### config.mk
export PLATFORM = sky130hd
export DESIGN_NAME = div_iterative
export DESIGN_NICKNAME = d
export VERILOG_FILES = /design/src/rtl/div_iterative_pkg.sv /design/src/rtl/div_iterative_step.sv /design/src/rtl/div_iterative.sv
export SDC_FILE = /design/constraint.sdc
export NUM_CORES = 1
export LEC_CHECK = 0
export ABC_AREA = 1
export ABC_CLOCK_PERIOD_IN_PS = 2310
export CAP_MARGIN = 20
export CORE_UTILIZATION = 30
export CTS_CLUSTER_DIAMETER = 30
export DETAILED_ROUTE_END_ITERATION = 7
export MAX_ROUTING_LAYER = met4
export PLACE_DENSITY = 0.55
export RECOVER_POWER = 100
export SLEW_MARGIN = 5
export SYNTH_ARGS = -nofsm -noshare
export SYNTH_HDL_FRONTEND = slang
export SYNTH_SLANG_ARGS = --single-unit
### constraint.sdc
create_clock -name clk -period 2.31 [get_ports clk]
set_clock_uncertainty 0.2 [all_clocks]
set_input_delay 0.462 -clock clk [delete_from_list [all_inputs] [get_ports clk]]
set_output_delay 0.462 -clock clk [all_outputs]
set_load 0.01 [all_outputs]
### src/rtl/div_iterative_pkg.sv
// Shared types and helpers for the iterative integer divider.
package div_iterative_pkg;

    typedef enum logic [1:0] {
        DIVS = 2'd0,
        DIVU = 2'd1,
        REMS = 2'd2,
        REMU = 2'd3
    } divOp_e;

    typedef enum logic [1:0] {
        D_IDLE = 2'd0,
        D_INIT = 2'd1,
        D_CALC = 2'd2,
        D_SIGN = 2'd3
    } div_states_e;

    // Only radix 2, 4 and 16 iteration hardware is supported.
    function automatic bit div_valid_radix(input int bitsPerCycle);
        return (bitsPerCycle == 1) || (bitsPerCycle == 2) || (bitsPerCycle == 4);
    endfunction

endpackage

### src/rtl/div_iterative_step.sv
// Combinational restoring-division slice: retires BITS_PER_CYCLE quotient bits, MSB first.
module div_step #(
    parameter int XLEN           = 32,
    parameter int BITS_PER_CYCLE = 1
) (
    input  logic [XLEN-1:0]           i_rem,
    input  logic [BITS_PER_CYCLE-1:0] i_bits,
    input  logic [XLEN-1:0]           i_divisor,
    output logic [XLEN-1:0]           o_rem,
    output logic [BITS_PER_CYCLE-1:0] o_qbits
);

    logic [XLEN:0]           w_trial;
    logic [XLEN:0]           w_diff;
    logic [XLEN-1:0]         w_acc;
    logic [BITS_PER_CYCLE-1:0] w_q;

    // The trial value carries one extra bit so a borrow marks a failed subtraction.
    always_comb begin
        w_trial = '0;
        w_diff  = '0;
        w_acc   = i_rem;
        w_q     = '0;
        for (int k = 0; k < BITS_PER_CYCLE; k++) begin
            w_trial = {w_acc, i_bits[BITS_PER_CYCLE-1-k]};
            w_diff  = w_trial - {1'b0, i_divisor};
            if (!w_diff[XLEN]) begin
                w_acc                   = w_diff[XLEN-1:0];
                w_q[BITS_PER_CYCLE-1-k] = 1'b1;
            end else begin
                w_acc = w_trial[XLEN-1:0];
            end
        end
        o_rem   = w_acc;
        o_qbits = w_q;
    end

endmodule

### src/rtl/div_iterative.sv
// Iterative DIV/DIVU/REM/REMU unit with fast paths, a DIV/REM reuse cache and pipeline kill.
module div_iterative
    import div_iterative_pkg::*;
#(
    parameter int XLEN           = 32,
    parameter int BITS_PER_CYCLE = 1
) (
    input  logic            clk,
    input  logic            reset,
    input  logic            start_i,
    input  divOp_e          op_i,
    input  logic [XLEN-1:0] first_operand_i,
    input  logic [XLEN-1:0] second_operand_i,
    input  logic            kill_i,
    output logic            busy_o,
    output logic            done_o,
    output logic [XLEN-1:0] result_o
);

    localparam int N     = XLEN / BITS_PER_CYCLE;
    localparam int CNT_W = (N > 1) ? $clog2(N) : 1;

    generate
        if (!div_valid_radix(BITS_PER_CYCLE) || (XLEN % BITS_PER_CYCLE) != 0) begin : g_badParam
            $error("div_iterative: BITS_PER_CYCLE must be 1, 2 or 4 and divide XLEN");
        end
    endgenerate

    div_states_e       r_state, w_nextState;
    logic              r_signed, r_isRem, r_qNeg, r_rNeg, r_fast;
    logic [XLEN-1:0]   r_dividend, r_divisor, r_absDvs, r_quo, r_rem;
    logic [CNT_W-1:0]  r_cnt;
    logic              r_cValid, r_cUnsigned;
    logic [XLEN-1:0]   r_cDvd, r_cDvs, r_cQuo, r_cRem;

    logic              w_hit, w_hitTake, w_accept;
    logic              w_dvdNeg, w_dvsNeg, w_overflow, w_divZero;
    logic [XLEN-1:0]   w_absDvd, w_absDvs, w_minVal, w_finalQ, w_finalR, w_stepRem;
    logic [BITS_PER_CYCLE-1:0] w_stepBits, w_stepQ;

    assign w_hit      = r_cValid && (r_cDvd == first_operand_i) &&
                        (r_cDvs == second_operand_i) && (r_cUnsigned == op_i[0]);
    assign w_dvdNeg   = r_signed & r_dividend[XLEN-1];
    assign w_dvsNeg   = r_signed & r_divisor[XLEN-1];
    assign w_absDvd   = w_dvdNeg ? -r_dividend : r_dividend;
    assign w_absDvs   = w_dvsNeg ? -r_divisor  : r_divisor;
    assign w_minVal   = {1'b1, {(XLEN-1){1'b0}}};
    assign w_divZero  = (r_divisor == '0);
    assign w_overflow = r_signed && (r_dividend == w_minVal) && (&r_divisor);
    assign w_stepBits = r_quo[XLEN-1 -: BITS_PER_CYCLE];
    // Fast-path results are already architecturally correct and bypass sign fix-up.
    assign w_finalQ   = (r_fast || !r_qNeg) ? r_quo : -r_quo;
    assign w_finalR   = (r_fast || !r_rNeg) ? r_rem : -r_rem;

    div_step #(
        .XLEN          (XLEN),
        .BITS_PER_CYCLE(BITS_PER_CYCLE)
    ) u_step (
        .i_rem    (r_rem),
        .i_bits   (w_stepBits),
        .i_divisor(r_absDvs),
        .o_rem    (w_stepRem),
        .o_qbits  (w_stepQ)
    );

    always_ff @(posedge clk) begin
        if (reset) r_state <= D_IDLE;
        else       r_state <= w_nextState;
    end

    always_comb begin
        w_nextState = r_state;
        w_accept    = 1'b0;
        w_hitTake   = 1'b0;
        if (kill_i) begin
            w_nextState = D_IDLE;
        end else begin
            case (r_state)
                D_IDLE: begin
                    if (start_i) begin
                        if (w_hit) begin
                            w_hitTake = 1'b1;
                        end else begin
                            w_accept    = 1'b1;
                            w_nextState = D_INIT;
                        end
                    end
                end
                D_INIT:  w_nextState = (w_divZero || w_overflow) ? D_SIGN : D_CALC;
                D_CALC:  if (r_cnt == '0) w_nextState = D_SIGN;
                D_SIGN:  w_nextState = D_IDLE;
                default: w_nextState = D_IDLE;
            endcase
        end
    end

    // r_quo starts as the absolute dividend and shifts quotient bits in from the bottom.
    always_ff @(posedge clk) begin
        if (reset) begin
            busy_o      <= 1'b0;
            done_o      <= 1'b0;
            result_o    <= '0;
            r_signed    <= 1'b0;
            r_isRem     <= 1'b0;
            r_qNeg      <= 1'b0;
            r_rNeg      <= 1'b0;
            r_fast      <= 1'b0;
            r_dividend  <= '0;
            r_divisor   <= '0;
            r_absDvs    <= '0;
            r_quo       <= '0;
            r_rem       <= '0;
            r_cnt       <= '0;
            r_cValid    <= 1'b0;
            r_cUnsigned <= 1'b0;
            r_cDvd      <= '0;
            r_cDvs      <= '0;
            r_cQuo      <= '0;
            r_cRem      <= '0;
        end else begin
            done_o <= 1'b0;
            if (kill_i) begin
                busy_o   <= 1'b0;
                r_cValid <= 1'b0;
            end else begin
                case (r_state)
                    D_IDLE: begin
                        if (w_hitTake) begin
                            result_o <= op_i[1] ? r_cRem : r_cQuo;
                            done_o   <= 1'b1;
                        end else if (w_accept) begin
                            r_dividend <= first_operand_i;
                            r_divisor  <= second_operand_i;
                            r_signed   <= ~op_i[0];
                            r_isRem    <= op_i[1];
                            busy_o     <= 1'b1;
                        end
                    end
                    D_INIT: begin
                        r_qNeg   <= w_dvdNeg ^ w_dvsNeg;
                        r_rNeg   <= w_dvdNeg;
                        r_absDvs <= w_absDvs;
                        r_cnt    <= CNT_W'(N - 1);
                        if (w_divZero) begin
                            r_quo  <= '1;
                            r_rem  <= r_dividend;
                            r_fast <= 1'b1;
                        end else if (w_overflow) begin
                            r_quo  <= w_minVal;
                            r_rem  <= '0;
                            r_fast <= 1'b1;
                        end else begin
                            r_quo  <= w_absDvd;
                            r_rem  <= '0;
                            r_fast <= 1'b0;
                        end
                    end
                    D_CALC: begin
                        r_rem <= w_stepRem;
                        r_quo <= (r_quo << BITS_PER_CYCLE) | XLEN'(w_stepQ);
                        r_cnt <= r_cnt - CNT_W'(1);
                    end
                    D_SIGN: begin
                        result_o    <= r_isRem ? w_finalR : w_finalQ;
                        done_o      <= 1'b1;
                        busy_o      <= 1'b0;
                        r_cValid    <= 1'b1;
                        r_cUnsigned <= ~r_signed;
                        r_cDvd      <= r_dividend;
                        r_cDvs      <= r_divisor;
                        r_cQuo      <= w_finalQ;
                        r_cRem      <= w_finalR;
                    end
                    default: ;
                endcase
            end
        end
    end

endmodule

# Word level (Yosys, flattened, before mapping)
# Cells that the tools add are included.
# totals
elab_cells	108
register_bits	336
in_bits	70
# op_classes
n_addsub	6
n_mux	36
reduce_logical	24
eq_ne	13
bitwise_logic	8
# ops
cell	count
$mux W32	11
$pmux W32 S2	3
$neg A32 Y32	4
$eq A32 B32 Y1	2
$sub A33 B32 Y33	1
$eq A32 B32 Y1 const B	1
$logic_not A32 Y1	1
$or A32 B1 Y32	1
$reduce_and A32 Y1	1
$mux W1	15
$ne A2 B2 Y1 const B	6
$pmux W5 S2	1
$reduce_and A3 Y1	3
$pmux W2 S4	1
$mux W2	3
$reduce_and A2 Y1	3
$logic_and A1 B1 Y1	5
$logic_not A5 Y1	1
$sub A5 B1 Y5 const B	1
$eq A2 B2 Y1 const B	2
$not A1 Y1	4
$pmux W1 S2	2
$reduce_and A4 Y1	1
$reduce_bool A2 Y1	2
8 further kinds	12

# Longest topological paths before layout
# Gate-level depths: netlist (run 1).
# logic_depth
word_depth	11
ltp_mapped	19
depth_no_buf	18

# Modules after synthesis
# Synthesis (run 1) repeated with hierarchy kept, for this count alone.
# hier_totals
cells_unflattened	3658
area_unflattened_um2	22002.4
# by_module_without_submodules
mod	area_each_um2	n_inst	cells_per_inst	seq_area_each_um2
div_iterative	18751.7	1	2977	6726.5
div_step	3250.6	1	681	0.0

# Worst setup path after synthesis (run 1)
# OpenSTA, ideal clock, no wires.
# synth_timing
kind	register to register
startpoint	register r_quo[31]
endpoint	register r_rem[2]
synth_period_minus_slack_ns	2.500
required_time_ns	1.975
slack_ns	-0.190
setup_time_ns	0.135
stages_incl_launch_ff	20
arrival_ns	2.165
cell_sequence	dfxtp_1 -> inv_1 -> ha_1 -> fa_1 -> inv_1 -> nand3_1 -> nand2_2 -> nand2_2 -> nand2_2 -> nand2_1 -> nand2_2 -> nand2_4 -> nand2_2 -> nand2_2 -> nand2_2 -> buf_6 -> buf_12 -> nand2_2 -> nand3_1 -> a21oi_1
# synth_via
elab_chain_cells	3
# synth_rtl
item	line	rtl
start: declaration	div_iterative.sv:31	logic [XLEN-1:0] r_dividend, r_divisor, r_absDvs, r_quo, r_rem;
start signal: assignment	div_iterative.sv:149	r_quo <= w_minVal;
start signal: assignment	div_iterative.sv:153	r_quo <= w_absDvd;
start signal: assignment	div_iterative.sv:160	r_quo <= (r_quo << BITS_PER_CYCLE) | XLEN'(w_stepQ);
$sub A33 B32 Y33	div_iterative_step.sv:26	w_diff = w_trial - {1'b0, i_divisor};
$mux W32	div_iterative_step.sv:27	if (!w_diff[XLEN]) begin
$pmux W32 S2	div_iterative.sv:126	case (r_state)
end signal: assignment	div_iterative.sv:146	r_rem <= r_dividend;
end signal: assignment	div_iterative.sv:159	r_rem <= w_stepRem;
end: declaration	div_iterative.sv:31	
# No other way between the ends.
# A chain may end at the register's enable or synchronous reset.

# Worst setup path in the final report (run 1)
# layout_timing
startpoint	register r_quo[31]
endpoint	register r_rem[26]
# Same word-level chain as after synthesis.

==> run metrics, run 1 <==
share of synthesized registers carrying an async set or reset 0%; Routed WL per cell 17.0 microns; worst-skew pair later-pin latency 0.64 ns; Final Hold Fails 0; Post-Syn Nets 3,726; Final setup viols 139; Inst Count DP 4,903; Critical Path Max Stage Delay 0.39 ns; P&R area growth vs syn 48.0%; Seq/Total Area, Yosys 30.8%; initial drt markers 1,781; count of flip-flops with a built-in enable after synthesis 0; Arr. time, crit path 2.90 ns; Routed WL 87,000 microns; final net count 4,217; Req. time, crit path 2.64 ns; initial antenna violation count 1; Max rail drop VDD 0.616 mV; area occupied by multi-input gates 0.0136 sq mm; Fill cells 7,459; pin count of the biggest net entering global routing 118; clock transition at the registers of the reported paths 0.04 ns; #FFs+latches synth 336; relative slew slack 41.0%; Synth Cell Area 0.0218 sq mm; Remaining DRCs 0; most frequent cells in the layout 773 x nand2_1, 538 x inv_1, 378 x nor2_1; Antenna Nets Post-Route 0; Register Area 0.00675 sq mm; met1 usage 31.6%; grt ovf 0; worst-path fanout max 3; reg-to-reg startpoint r_quo[31]$_SDFFE_PP0P_; fin crit share 111%; drt first pass iters 6; CTS Buffer Depth 3; Slew @ Worst Pin 0.885 ns; # IOs 104; CTS tree yes; Placer Congestion 0.986; die footprint 0.0738 sq mm; Root Driver clkbuf_16; Global Route Usage Sum 23.3%; Synth Flop Type dfxtp_1; via count 24,600; max capacitance violation total 0; hold_sp second_operand_i[2]; DP HPWL 63,900 microns; Slowest-stage cell, CP fa_2; input/output buffers 103; Clock Sink Count 336; CP Class flip-flop to flip-flop; startpoint types flip-flop; outcome finished with violations; post-route setup slack -0.259 ns; Die X 272 microns; Cell Rows 98; GRT met3 Usage 3.72%; failing checks setup timing; RSZ-0062 raised after global routing true; Yosys Warn Count 0; Avg Inst Size Synth 6.04 sq um; first-pass GRT wire length 131,000 microns; Pins Over Slew Limit 0; final worst path period need 2.57 ns; pwr/cell area 744 mW/mm^2; H-tree lvl count 3; Yosys cell types 48; Final Non-Filler Cells 5,128; most common cell after layout, fill and taps aside nand2_1; Num CTS Buffers 90; Worst setup EP type flip-flop; Pleak 0.0155 uW; Fin Hold WS 0.0217 ns; Setup crit start r_quo[31]$_SDFFE_PP0P_; Via density 4.80; vias in the first global route 23,000; Mapped Cells 3,611; core area 0.0717 sq mm; GRT met2 Usage 35.1%; chip height 272 microns; layout cells sized above 1 23.2%; achievable frequency 389 MHz; Initial Util 30.4%; cells along the critical path inv_2 > ha_4 > fa_2 > inv_2 > buf_4 > buf_4 > buf_4 > nand3_1 > nand3b_1 > nand2_1 > nand3_1 > nand2_1 > nand2_2 > inv_2 > nand2_2 > nand3_2 > a21oi_2; global route hottest layer met2; Hold Crit Class input port to flip-flop
## final timing paths
| kind | to | slack [ns] | cells after the start |
|---|---|---|---|
| worst min register to register | result_o[2]$_SDFFE_PP0P_ | 0.26 | 2 |
| worst max-delay path | r_rem[26]$_SDFFE_PP0P_ | -0.26 | 17 |
| worst max register to register | r_rem[26]$_SDFFE_PP0P_ | -0.26 | 17 |
| worst min-delay path | r_divisor[2]$_SDFFE_PP0P_ | 0.02 | 3 |
## logic make-up after synthesis
group / count (synthesis) / synth area share (%)
AO/OA/AOI/OAI: 732 / 17.6
XOR/XNOR: 90 / 3.61
adder cells (fa/ha/maj): 45 / 2.62
buffers and inverters: 721 / 12.9
flip-flops: 336 / 30.8
AND/OR/NAND/NOR: 1687 / 32.5
## synthesized netlist by cell type, types with 7 or more instances
cell,instances,area (sq um)
nand4_1,47,294
nor2_1,423,1590
ha_1,44,551
inv_1,553,2080
o211ai_1,29,218
nor3_1,51,255
o21ai_0,301,1510
nand3b_1,7,52.6
nand3_2,10,100
buf_2,28,140
clkbuf_1,108,405
nand3_1,254,1270
a21oi_2,9,78.8
nand2_2,21,131
xor2_1,85,744
nand2_1,848,3180
a21oi_1,367,1840
buf_1,17,63.8
and2_1,7,43.8
dfxtp_1,336,6730
## state kept, by name, indices dropped and copies added (netlist names)
| name | flops |
|---|---|
| r_state | 2 |
| r_rem | 32 |
| result_o | 32 |
| r_dividend | 32 |
| r_divisor | 32 |
| r_quo | 32 |
| r_rNeg | 1 |
| r_signed | 1 |
| r_cDvs | 32 |
| r_absDvs | 32 |
| r_qNeg | 1 |
| r_cRem | 32 |
| r_cQuo | 32 |
| r_cValid | 1 |
| r_cUnsigned | 1 |
| r_isRem | 1 |
| done_o | 1 |
| busy_o | 1 |
| r_fast | 1 |
| r_cnt | 5 |
| r_cDvd | 32 |
## layer usage
| metal | vias up | part of all wire [%] |
|---|---|---|
| met3 | 157 | 6.0 |
| met2 | 665 | 44 |
| met4 | 0 | 2.8 |
| li1 | 12500 | - |
| met1 | 11300 | 47 |
| met5 | - | 0 |
## metrics by stage
stage	setup WS [ns]	cell area (sq um)	utilization (%)	setup TNS (ns)	total power (uW)
6_report	-0.259	32300	45.0	-11.08	24000
5_1_grt	-0.361	32300	45.0	-44.08	24900
4_1_cts	-0.304	30700	42.8	-8.94	23800
3_5_place_dp	-0.911	26700	37.2	-94.86	9780
3_3_place_gp	-0.891	26700	37.2	-94.38	9780
2_1_floorplan	-0.0503	21800	-	-0.389	8300
## critical path, delay by kind of cell (launching register included)
family,cells,cell delay (ns)
AOI/OAI and AO/OA,1,0.13
and+or+nand+nor,8,0.80
adders and majority gates,2,0.55
DFF,1,0.34
buffers and inverters,6,0.47
## power by group
group	internal (uW)	total (uW)	leakage, uW	switching [uW]
clock	9500	13500	0.00161	4000
combinational	1810	4360	0.0111	2550
sequential	5990	6150	0.00273	158
total	17300	24000	0.0155	6710
## what timing repair did
item	in CTS	in global routing
cloned	7	20
pin swaps	24	92
gates resized for setup	97	379
endpoints found under the setup margin	155	183
hold endpoints to repair	0	1
setup buffers	14	26
hold buffers	0	1
## cell type report
type | count | area share (%)
multi-input cells | 2554 | 42.2
flip-flops and latches | 336 | 20.9
repair buffers | 559 | 16.4
clock buffers | 126 | 8.18
inverters | 561 | 6.59
well taps | 950 | 3.68
clock inverters | 41 | 2.10
diodes | 1 | 0.00775
Note: power is estimated with default switching activity, not from simulation.
==> run 2, diff against run 1 <==
Settings changed: MAX_ROUTING_LAYER met4 to unset.
==> run metrics, run 2 (synthesis results as in run 1) <==
Global Route Usage Sum 22.2% (was 23.3%); drt first pass iters 5 (was 6); Num CTS Buffers 91 (was 90); clock transition at the registers of the reported paths 0.05 ns (was 0.04 ns); Final Hold Fails 1 (was 0); input/output buffers 103 (unchanged); worst-path fanout max 5 (was 3); # IOs 104 (unchanged); pin count of the biggest net entering global routing 118 (unchanged); Arr. time, crit path 2.83 ns (was 2.90 ns); Hold Crit Class input port to flip-flop (unchanged); initial antenna violation count 1 (unchanged); core area 0.0717 sq mm (unchanged); pwr/cell area 749 mW/mm^2 (was 744 mW/mm^2); via count 24,300 (was 24,600); grt ovf 0 (unchanged); Inst Count DP 4,916 (was 4,903); Placer Congestion 0.966 (was 0.986); placed cell areas 0.0268 sq mm (was 0.0267 sq mm); CTS tree yes (unchanged); CP Class flip-flop to flip-flop (unchanged); most common cell after layout, fill and taps aside nand2_1 (unchanged); fin crit share 110% (was 111%); Root Driver clkbuf_16 (unchanged); Routed WL 84,200 microns (was 87,000 microns); post-route setup slack -0.233 ns (was -0.259 ns); Max rail drop VDD 0.510 mV (was 0.616 mV); outcome finished with violations (unchanged); achievable frequency 393 MHz (was 389 MHz); Final Non-Filler Cells 5,107 (was 5,128); final net count 4,198 (was 4,217); most frequent cells in the layout 773 x nand2_1, 539 x inv_1, 386 x nor2_1 (was 773 x nand2_1, 538 x inv_1, 378 x nor2_1); RSZ-0062 raised after global routing true (unchanged); Clock Sink Count 336 (unchanged); Fin Hold WS -0.00568 ns (was 0.0217 ns); initial drt markers 1,500 (was 1,781); Cell Rows 98 (unchanged); Via density 4.77 (was 4.80); Slew @ Worst Pin 0.873 ns (was 0.885 ns); first-pass GRT wire length 130,000 microns (was 131,000 microns); Initial Util 30.4% (unchanged); ANT cells 0 (was 1); failing checks hold timing, setup timing (was setup timing); Routed WL per cell 16.5 microns (was 17.0 microns); Design Area, Final 0.0313 sq mm (was 0.0323 sq mm); H-tree lvl count 3 (unchanged); Worst setup EP type flip-flop (unchanged); P&R area growth vs syn 43.7% (was 48.0%); CTS Buffer Depth 3 (unchanged); worst-skew pair later-pin latency 0.65 ns (was 0.64 ns); Pins Over Slew Limit 0 (unchanged); Final setup viols 116 (was 139); Die X 272 microns (unchanged); Pleak 0.0152 uW (was 0.0155 uW); chip height 272 microns (unchanged); die footprint 0.0738 sq mm (unchanged); DP HPWL 64,100 microns (was 63,900 microns); Fin Setup TNS -12.12 ns (was -11.08 ns); relative slew slack 41.8% (was 41.0%); Remaining DRCs 0 (unchanged); vias in the first global route 22,800 (was 23,000); layout cells sized above 1 20.9% (was 23.2%); final worst path period need 2.54 ns (was 2.57 ns); Antenna Nets Post-Route 0 (unchanged); startpoint types flip-flop (unchanged); max capacitance violation total 0 (unchanged); total power 23,500 uW (was 24,000 uW); Req. time, crit path 2.59 ns (was 2.64 ns); Fill cells 7,490 (was 7,459)
## run 2: final cells by class
type	instances	area [sq um]	share of cell area, %
multi-input cells	2554	13200	42.2
well taps	950	1190	3.79
flip-flops and latches	336	6760	21.6
clock inverters	39	651	2.08
inverters	561	2120	6.77
repair buffers	539	4790	15.3
clock buffers	128	2600	8.29
## run 2: final timing paths
check                              start                         end  slack (ns)  depth (start not counted)
setup / recovery  r_quo[31]$_SDFFE_PP0P_      r_rem[19]$_SDFFE_PP0P_       -0.23                         18
hold / removal      second_operand_i[28]  r_divisor[28]$_SDFFE_PP0P_      -0.006                          3
setup reg to reg  r_quo[31]$_SDFFE_PP0P_      r_rem[19]$_SDFFE_PP0P_       -0.23                         18
hold reg to reg    r_quo[1]$_SDFFE_PP0P_       r_quo[1]$_SDFFE_PP0P_        0.27                          2
## run 2: timing repair
| action | in CTS | in global routing |
|---|---|---|
| cloned | 4 | 7 |
| hold endpoints to repair | 7 | 0 |
| setup buffers | 3 | 10 |
| pin swaps | 36 | 50 |
| hold buffers | 1 | 0 |
| setup endpoints to repair | 151 | 149 |
| resized for setup | 114 | 203 |
## run 2: critical path, stage by stage, from the launching register on
cell	delay [ns]
dfxtp_2	0.32
inv_2	0.05
ha_4	0.16
fa_2	0.38
inv_2	0.09
nand3_2	0.06
nand2_2	0.07
nand2_2	0.05
nand2_2	0.07
nand2_2	0.06
nand2_4	0.09
nand2_4	0.09
nand2_4	0.09
nand2_4	0.07
nand2_8	0.12
buf_6	0.15
nand2_1	0.05
nand3_1	0.11
a21oi_1	0.08
## run 2: where the power goes
part	internal [uW]	switching [uW]
Sequential	6000	147
Combinational	1710	2460
Clock	9240	3930
Total	16900	6540
## run 2: through the flow
stage	setup slack, ns	hold slack (ns)	utilization, %
floorplan	-0.0503	0.245	-
global placement	-0.853	0.255	37.3
detailed placement	-0.837	0.256	37.3
CTS	-0.233	0.264	42.6
global route	-0.315	0.0190	43.7
finish	-0.233	-0.00568	43.7
## run 2: metal layers
layer | up-vias | global-route usage (%) | part of all wire [%]
li1 | 12500 | - | -
met1 | 11100 | 31.6 | 48
met2 | 659 | 34.4 | 44
met3 | 125 | 3.18 | 5.6
met4 | 2 | 7.08 | 2.7
met5 | - | 0 | 0.014
